File: src/rtl/aw_w_beat_sequencer.sv
// AW/W beat sequencer: pops the AW pending FIFO head and walks the W burst.
// Ports: ACLK/ARESETn; fifo_* + front_AW* (AW FIFO); S_W*/M_W* (W handshake);
//   beat_addr/beat_id (current beat); wlast_err/burst_err (1-cycle pulses).
module aw_w_beat_sequencer #(
  parameter int ID_WIDTH   = 4,
  parameter int ADDR_WIDTH = 32,
  parameter int LEN_WIDTH  = 4,
  parameter int SIZE_WIDTH = 3
) (
  input  logic                  ACLK,
  input  logic                  ARESETn,
  input  logic                  fifo_empty,
  output logic                  fifo_pop,
  input  logic [ID_WIDTH-1:0]   front_AWID,
  input  logic [ADDR_WIDTH-1:0] front_AWADDR,
  input  logic [LEN_WIDTH-1:0]  front_AWLEN,
  input  logic [SIZE_WIDTH-1:0] front_AWSIZE,
  input  logic [1:0]            front_AWBURST,
  input  logic                  S_WVALID,
  input  logic                  S_WLAST,
  output logic                  S_WREADY,
  output logic                  M_WVALID,
  input  logic                  M_WREADY,
  output logic                  M_WLAST,
  output logic [ADDR_WIDTH-1:0] beat_addr,
  output logic [ID_WIDTH-1:0]   beat_id,
  output logic                  wlast_err,
  output logic                  burst_err
);

  typedef enum logic {
    IDLE,
    BURST
  } state_t;

  state_t                state;
  logic [ID_WIDTH-1:0]   id_q;
  logic [ADDR_WIDTH-1:0] addr_q;
  logic [LEN_WIDTH-1:0]  len_q;
  logic [LEN_WIDTH-1:0]  beat_cnt;
  logic [SIZE_WIDTH-1:0] size_q;
  logic [1:0]            burst_q;

  logic                  in_burst;
  logic                  hs;
  logic                  last;
  logic [ADDR_WIDTH-1:0] bytes;
  logic [ADDR_WIDTH-1:0] aligned;
  logic [ADDR_WIDTH-1:0] incr;
  logic [ADDR_WIDTH-1:0] wsz;
  logic [ADDR_WIDTH-1:0] lo;
  logic [ADDR_WIDTH-1:0] nxt;

  assign in_burst  = (state == BURST);
  assign hs        = in_burst & S_WVALID & M_WREADY;
  assign last      = in_burst & (beat_cnt == len_q);

  assign M_WVALID  = in_burst & S_WVALID;
  assign S_WREADY  = in_burst & M_WREADY;
  assign M_WLAST   = last;
  assign fifo_pop  = hs & last;
  assign wlast_err = hs & (S_WLAST != last);
  assign burst_err = (state == IDLE) & ~fifo_empty
                   & (front_AWBURST == 2'b11);
  assign beat_addr = addr_q;
  assign beat_id   = id_q;

  // Wrap window is (len+1) beats wide; len is 1/3/7/15 for legal WRAP.
  assign bytes   = ADDR_WIDTH'(1) << size_q;
  assign aligned = addr_q & ~(bytes - ADDR_WIDTH'(1));
  assign incr    = aligned + bytes;
  assign wsz     = (ADDR_WIDTH'(len_q) + ADDR_WIDTH'(1)) << size_q;
  assign lo      = addr_q & ~(wsz - ADDR_WIDTH'(1));

  always_comb begin
    nxt = incr;
    unique case (burst_q)
      2'b00:   nxt = addr_q;
      2'b10:   nxt = (incr == lo + wsz) ? lo : incr;
      default: nxt = incr;
    endcase
  end

  always_ff @(posedge ACLK) begin
    if (!ARESETn) begin
      state    <= IDLE;
      id_q     <= '0;
      addr_q   <= '0;
      len_q    <= '0;
      beat_cnt <= '0;
      size_q   <= '0;
      burst_q  <= '0;
    end else begin
      unique case (state)
        IDLE: begin
          if (!fifo_empty) begin
            state    <= BURST;
            id_q     <= front_AWID;
            addr_q   <= front_AWADDR;
            len_q    <= front_AWLEN;
            size_q   <= front_AWSIZE;
            burst_q  <= front_AWBURST;
            beat_cnt <= '0;
          end
        end
        BURST: begin
          if (hs) begin
            if (last) begin
              // Clear so beat_addr/beat_id read 0 while idle.
              state    <= IDLE;
              id_q     <= '0;
              addr_q   <= '0;
              len_q    <= '0;
              size_q   <= '0;
              burst_q  <= '0;
              beat_cnt <= '0;
            end else begin
              beat_cnt <= beat_cnt + LEN_WIDTH'(1);
              addr_q   <= nxt;
            end
          end
        end
        default: state <= IDLE;
      endcase
    end
  end

endmodule

File: config.mk
export PLATFORM = sky130hd
export DESIGN_NAME = aw_w_beat_sequencer
export DESIGN_NICKNAME = d
export VERILOG_FILES = /design/src/rtl/aw_w_beat_sequencer.sv
export SDC_FILE = /design/constraint.sdc
export NUM_CORES = 1
export LEC_CHECK = 0
export ABC_CLOCK_PERIOD_IN_PS = 19300
export CAP_MARGIN = 15
export CELL_PAD_IN_SITES_DETAIL_PLACEMENT = 0
export CELL_PAD_IN_SITES_GLOBAL_PLACEMENT = 1
export CORE_UTILIZATION = 45
export CTS_BUF_LIST = sky130_fd_sc_hd__clkbuf_4 sky130_fd_sc_hd__clkbuf_8
export CTS_CLUSTER_SIZE = 20
export DETAILED_ROUTE_END_ITERATION = 10
export GPL_TIMING_DRIVEN = 1
export PLACE_DENSITY_LB_ADDON = 0.15
export SLEW_MARGIN = 20
export SYNTH_ARGS = -nofsm -noshare
export SYNTH_HDL_FRONTEND = slang
export SYNTH_SLANG_ARGS = --single-unit
export TNS_END_PERCENT = 100
File: constraint.sdc
create_clock -name ACLK -period 19.3 [get_ports ACLK]
set_input_delay 3.86 -clock ACLK [delete_from_list [all_inputs] [get_ports ACLK]]
set_output_delay 3.86 -clock ACLK [all_outputs]
set_load 0.05 [all_outputs]
==> results.md <==
* Seq pwr share at 31.3%
* Core Area at 16000 um^2
* Max FO, Critical Path at 3
* Vias in the first global route at 7582
* Sinks on Clock Net at 50
* Vias/cell at 6.571
* Port Buffer Count at 92
* Die area at 16990 um^2
* Syn. warnings at 0
* # setup viols final at 0
* Max frequency at 106.3 MHz
* Avg Synthesized Cell Area at 6.933 um^2
* Root Buffer: clkbuf_8
* Nets at 1153
* TritonCTS buffer count at 5
* WS Path Type: in2out
* Distinct cell type count after synthesis at 106
* Largest net degree at the start of global routing at 45
* Sequential area share after synthesis at 13.51%
* DRC Markers at 0
* Fillers at 1705
* Hold Vio Cnt, Final at 0
* CTS Hold Bufs at 0
* Outcome: finished clean
* Post-synthesis cell count at 1069
* Switching Share at 48.33%
* Net switching power at 207.9 uW
* First-pass DRT Iterations at 6
* Gate power share at 52.9%
* Die Ht at 130.3 um
* Max stage delay on crit path at 0.83 ns
* Post-synth top flop: dfxtp_1
* Gr usage total at 33.68%
* Hpwl dp at 21580 um
* Critical Path Sink Type: primary output
* Hold Crit Class: reg2reg
* RSZ-0062 raised after global routing: false
* Final period util at 48.74%
* Worst setup skew after layout at 0.01155 ns
* Dpl cells at 1301
* Static Leak at 2.731 nW
* Int Power at 222.3 uW
* Area grow syn2layout at 12.59%
* H-tree Lvls at 2
* TritonCTS clock tree: built
* Syn Nets at 1130
* Total power at 430.3 uW
* Worst r2r path cells at 24
* Maximum vdd ir drop at 0.04410 mV
* DR iter-0 viols at 1037
* Clock Power Share at 15.8%
* Global route overflow at 0
* Die Wd at 130.3 um
* WL/cell at 21.78 um
* Remaining antenna violation count at 0
* First-pass GRT wire length at 44090 um
* Arr. time, crit path at 5.55 ns
* Setup Total Neg Slack at 0 ns
* Setup crit start: S_WVALID
* Initial Utilization at 46.32%
* RR Startpoint: len_q[0]
* Initial antenna violation count at 0
* R2r setup slk at 11.53 ns
* Worst Path Required at 15.44 ns
* Post-synth EDFFs at 0
* Non-filler instance count after layout at 1309
* Vias at 8601
* Min Tclk post-route at 9.407 ns
* RR Endpoint: beat_addr[11]
* Worst path cell trace: clkdlybuf4s50_1, and2_1, nand2_1, nor2_1, clkdlybuf4s50_1
* Max Cap Viol at 0
* FP Rows at 46
* CTS clock-pin slew for the worst setup and hold paths at 0.09 ns
* Clk_lat worst skew at 0.32 ns
* Placer Congestion at 0.9529
* Io pins at 93
* Max Buffers Root-to-Sink at 2
* Worst slew pin tran at 0.9581 ns
* Register bit total from synthesis at 50
* Power Dens Cells at 51.56 nW/um^2
* FFs w/ async S/R, synth at 0%
* CP Launch Type: input port
* Worst setup path end: fifo_pop
* Synthesized area at 7411 um^2
* Slowest cell on crit path: clkdlybuf4s50_1
* Slew Limit Fails at 0
* Slew HR at 36.05%
* Postcts setup bufs at 0
* CTS-repair resized insts at 0
* Share of cells above drive strength 1 at 7.045%
* Detailed Route WL at 28500 um
* # diodes at 0
* Most frequent CP cell: clkdlybuf4s50_1
-- state kept, by name, indices dropped and copies added (netlist names) --
name / cells
beat_id: 4
in_burst: 1
beat_cnt: 4
len_q: 4
burst_q: 2
beat_addr: 32
size_q: 3
-- stage by stage --
stage / setup WS [ns] / hold slack [ns] / utilization, % / area, um^2
final: 9.893 / 0.4874 / 52.15 / 8344
after global routing: 9.765 / 0.5065 / 52.15 / 8344
after CTS: 9.884 / 0.4883 / 52.15 / 8344
after detailed placement: 9.900 / 0.4629 / 51.56 / 8249
after global placement: 9.924 / 0.4602 / 51.56 / 8249
after floorplan: 10.28 / 0.4650 / - / 7411
-- power by group through the flow --
stage,Clock [mW],Sequential [mW],Combinational [mW]
floorplan,0,0.142,0.148
global placement,0,0.136,0.222
detailed placement,0,0.136,0.222
CTS,0.0691,0.133,0.223
global route,0.0730,0.136,0.244
finish,0.0681,0.135,0.228
-- synthesized netlist by cell type (5+ instances only) --
| library cell | count | area [um^2] |
|---|---|---|
| and2_1 | 21 | 131.4 |
| nand3_1 | 67 | 335.3 |
| o21ai_0 | 48 | 240.2 |
| a31oi_1 | 24 | 150.1 |
| buf_2 | 21 | 105.1 |
| a211o_1 | 7 | 61.31 |
| ha_1 | 10 | 125.1 |
| nor4b_1 | 5 | 43.79 |
| a21oi_1 | 58 | 290.3 |
| nor2_1 | 81 | 304.0 |
| and3_1 | 23 | 143.9 |
| clkbuf_1 | 50 | 187.7 |
| nor3_1 | 33 | 165.2 |
| xnor2_1 | 48 | 420.4 |
| o21a_1 | 7 | 52.55 |
| or4_1 | 6 | 45.04 |
| buf_6 | 10 | 112.6 |
| o32ai_1 | 5 | 43.79 |
| nor4_1 | 12 | 75.07 |
| o2111ai_1 | 9 | 78.83 |
| a2111oi_0 | 5 | 43.79 |
| a221oi_1 | 9 | 78.83 |
| nand2_1 | 122 | 457.9 |
| mux2i_1 | 14 | 140.1 |
| inv_1 | 29 | 108.9 |
| buf_4 | 6 | 45.04 |
| nor2b_1 | 15 | 93.84 |
| o22ai_1 | 7 | 43.79 |
| a21o_1 | 12 | 90.09 |
| a211oi_1 | 25 | 187.7 |
| dfxtp_1 | 50 | 1001 |
| o31ai_1 | 10 | 75.07 |
| nand2b_1 | 12 | 75.07 |
| xor2_1 | 14 | 122.6 |
| or3_1 | 15 | 93.84 |
| a22o_1 | 8 | 70.07 |
| or2_2 | 7 | 43.79 |
| nand4_1 | 22 | 137.6 |
| o21ai_1 | 11 | 55.05 |
| o211ai_1 | 17 | 127.6 |
-- cell type report --
type | instances | area, um^2 | share of cell area (%)
Multi-Input combinational cell | 898 | 5836 | 69.94
Timing Repair Buffer | 106 | 1026 | 12.30
Sequential cell | 50 | 1001 | 12.00
Tap cell | 216 | 270.3 | 3.239
Inverter | 31 | 116.4 | 1.395
Clock buffer | 7 | 90.09 | 1.080
Clock inverter | 1 | 5.005 | 0.05998
-- cells by family (layout without fill, tap and decap cells) --
logic type,count (synthesis),after routing,share of synthesized area (%)
muxes,18,18,2.499
xor gates and xnor gates,65,65,8.070
and+or+nand+nor,479,479,34.32
buffers and inverters,121,145,7.800
DFF,50,50,13.51
AOI/OAI and AO/OA,326,326,32.11
adders and majority gates,10,10,1.688
-- metal layers --
| layer | vias up | global-route usage (%) | wire, um |
|---|---|---|---|
| li1 | 4069 | - | - |
| met1 | 4015 | 51.13 | 13560 |
| met2 | 477 | 48.15 | 11620 |
| met3 | 40 | 6.027 | 2794 |
| met4 | 0 | 8.181 | 535 |
| met5 | - | 0 | 0 |
-- cells in the final DEF, fill, tap and decap left out, types with 8 or more instances in the layout --
cell type / instances
o21ai_0: 47
a21o_1: 12
o2111ai_1: 9
o211ai_1: 17
dfxtp_1: 50
nand2_1: 122
buf_4: 14
a21oi_1: 58
and2_1: 21
ha_1: 10
mux2i_1: 14
nand3_1: 67
inv_1: 29
and3_1: 23
nand2b_1: 12
o31ai_1: 10
nor2b_1: 15
nor4_1: 12
a211oi_1: 25
a221oi_1: 9
o21ai_1: 11
nor3_1: 33
nor2_1: 81
xnor2_1: 48
or3_1: 15
clkdlybuf4s50_1: 92
a31oi_1: 24
a22o_1: 8
nand4_1: 22
xor2_1: 14
-- worst max-delay path, delay by kind of cell --
family                 cells  cell delay, ns
buffers and inverters      2            1.28
AND/OR/NAND/NOR            3            0.41
-- worst min path at each step --
| stage | endpoint | slack [ns] | from | depth (start not counted) |
|---|---|---|---|---|
| after detailed placement | beat_id[1] | 0.46 | beat_id[1] | 1 |
| after floorplan | burst_q[1] | 0.46 | burst_q[1] | 1 |
| after CTS | beat_id[2] | 0.49 | beat_id[2] | 1 |
| final | beat_id[2] | 0.49 | beat_id[2] | 1 |
| after global routing | beat_id[1] | 0.51 | beat_id[1] | 1 |
| after global placement | beat_id[1] | 0.46 | beat_id[1] | 1 |
Note: power is estimated with default switching activity, not from simulation.
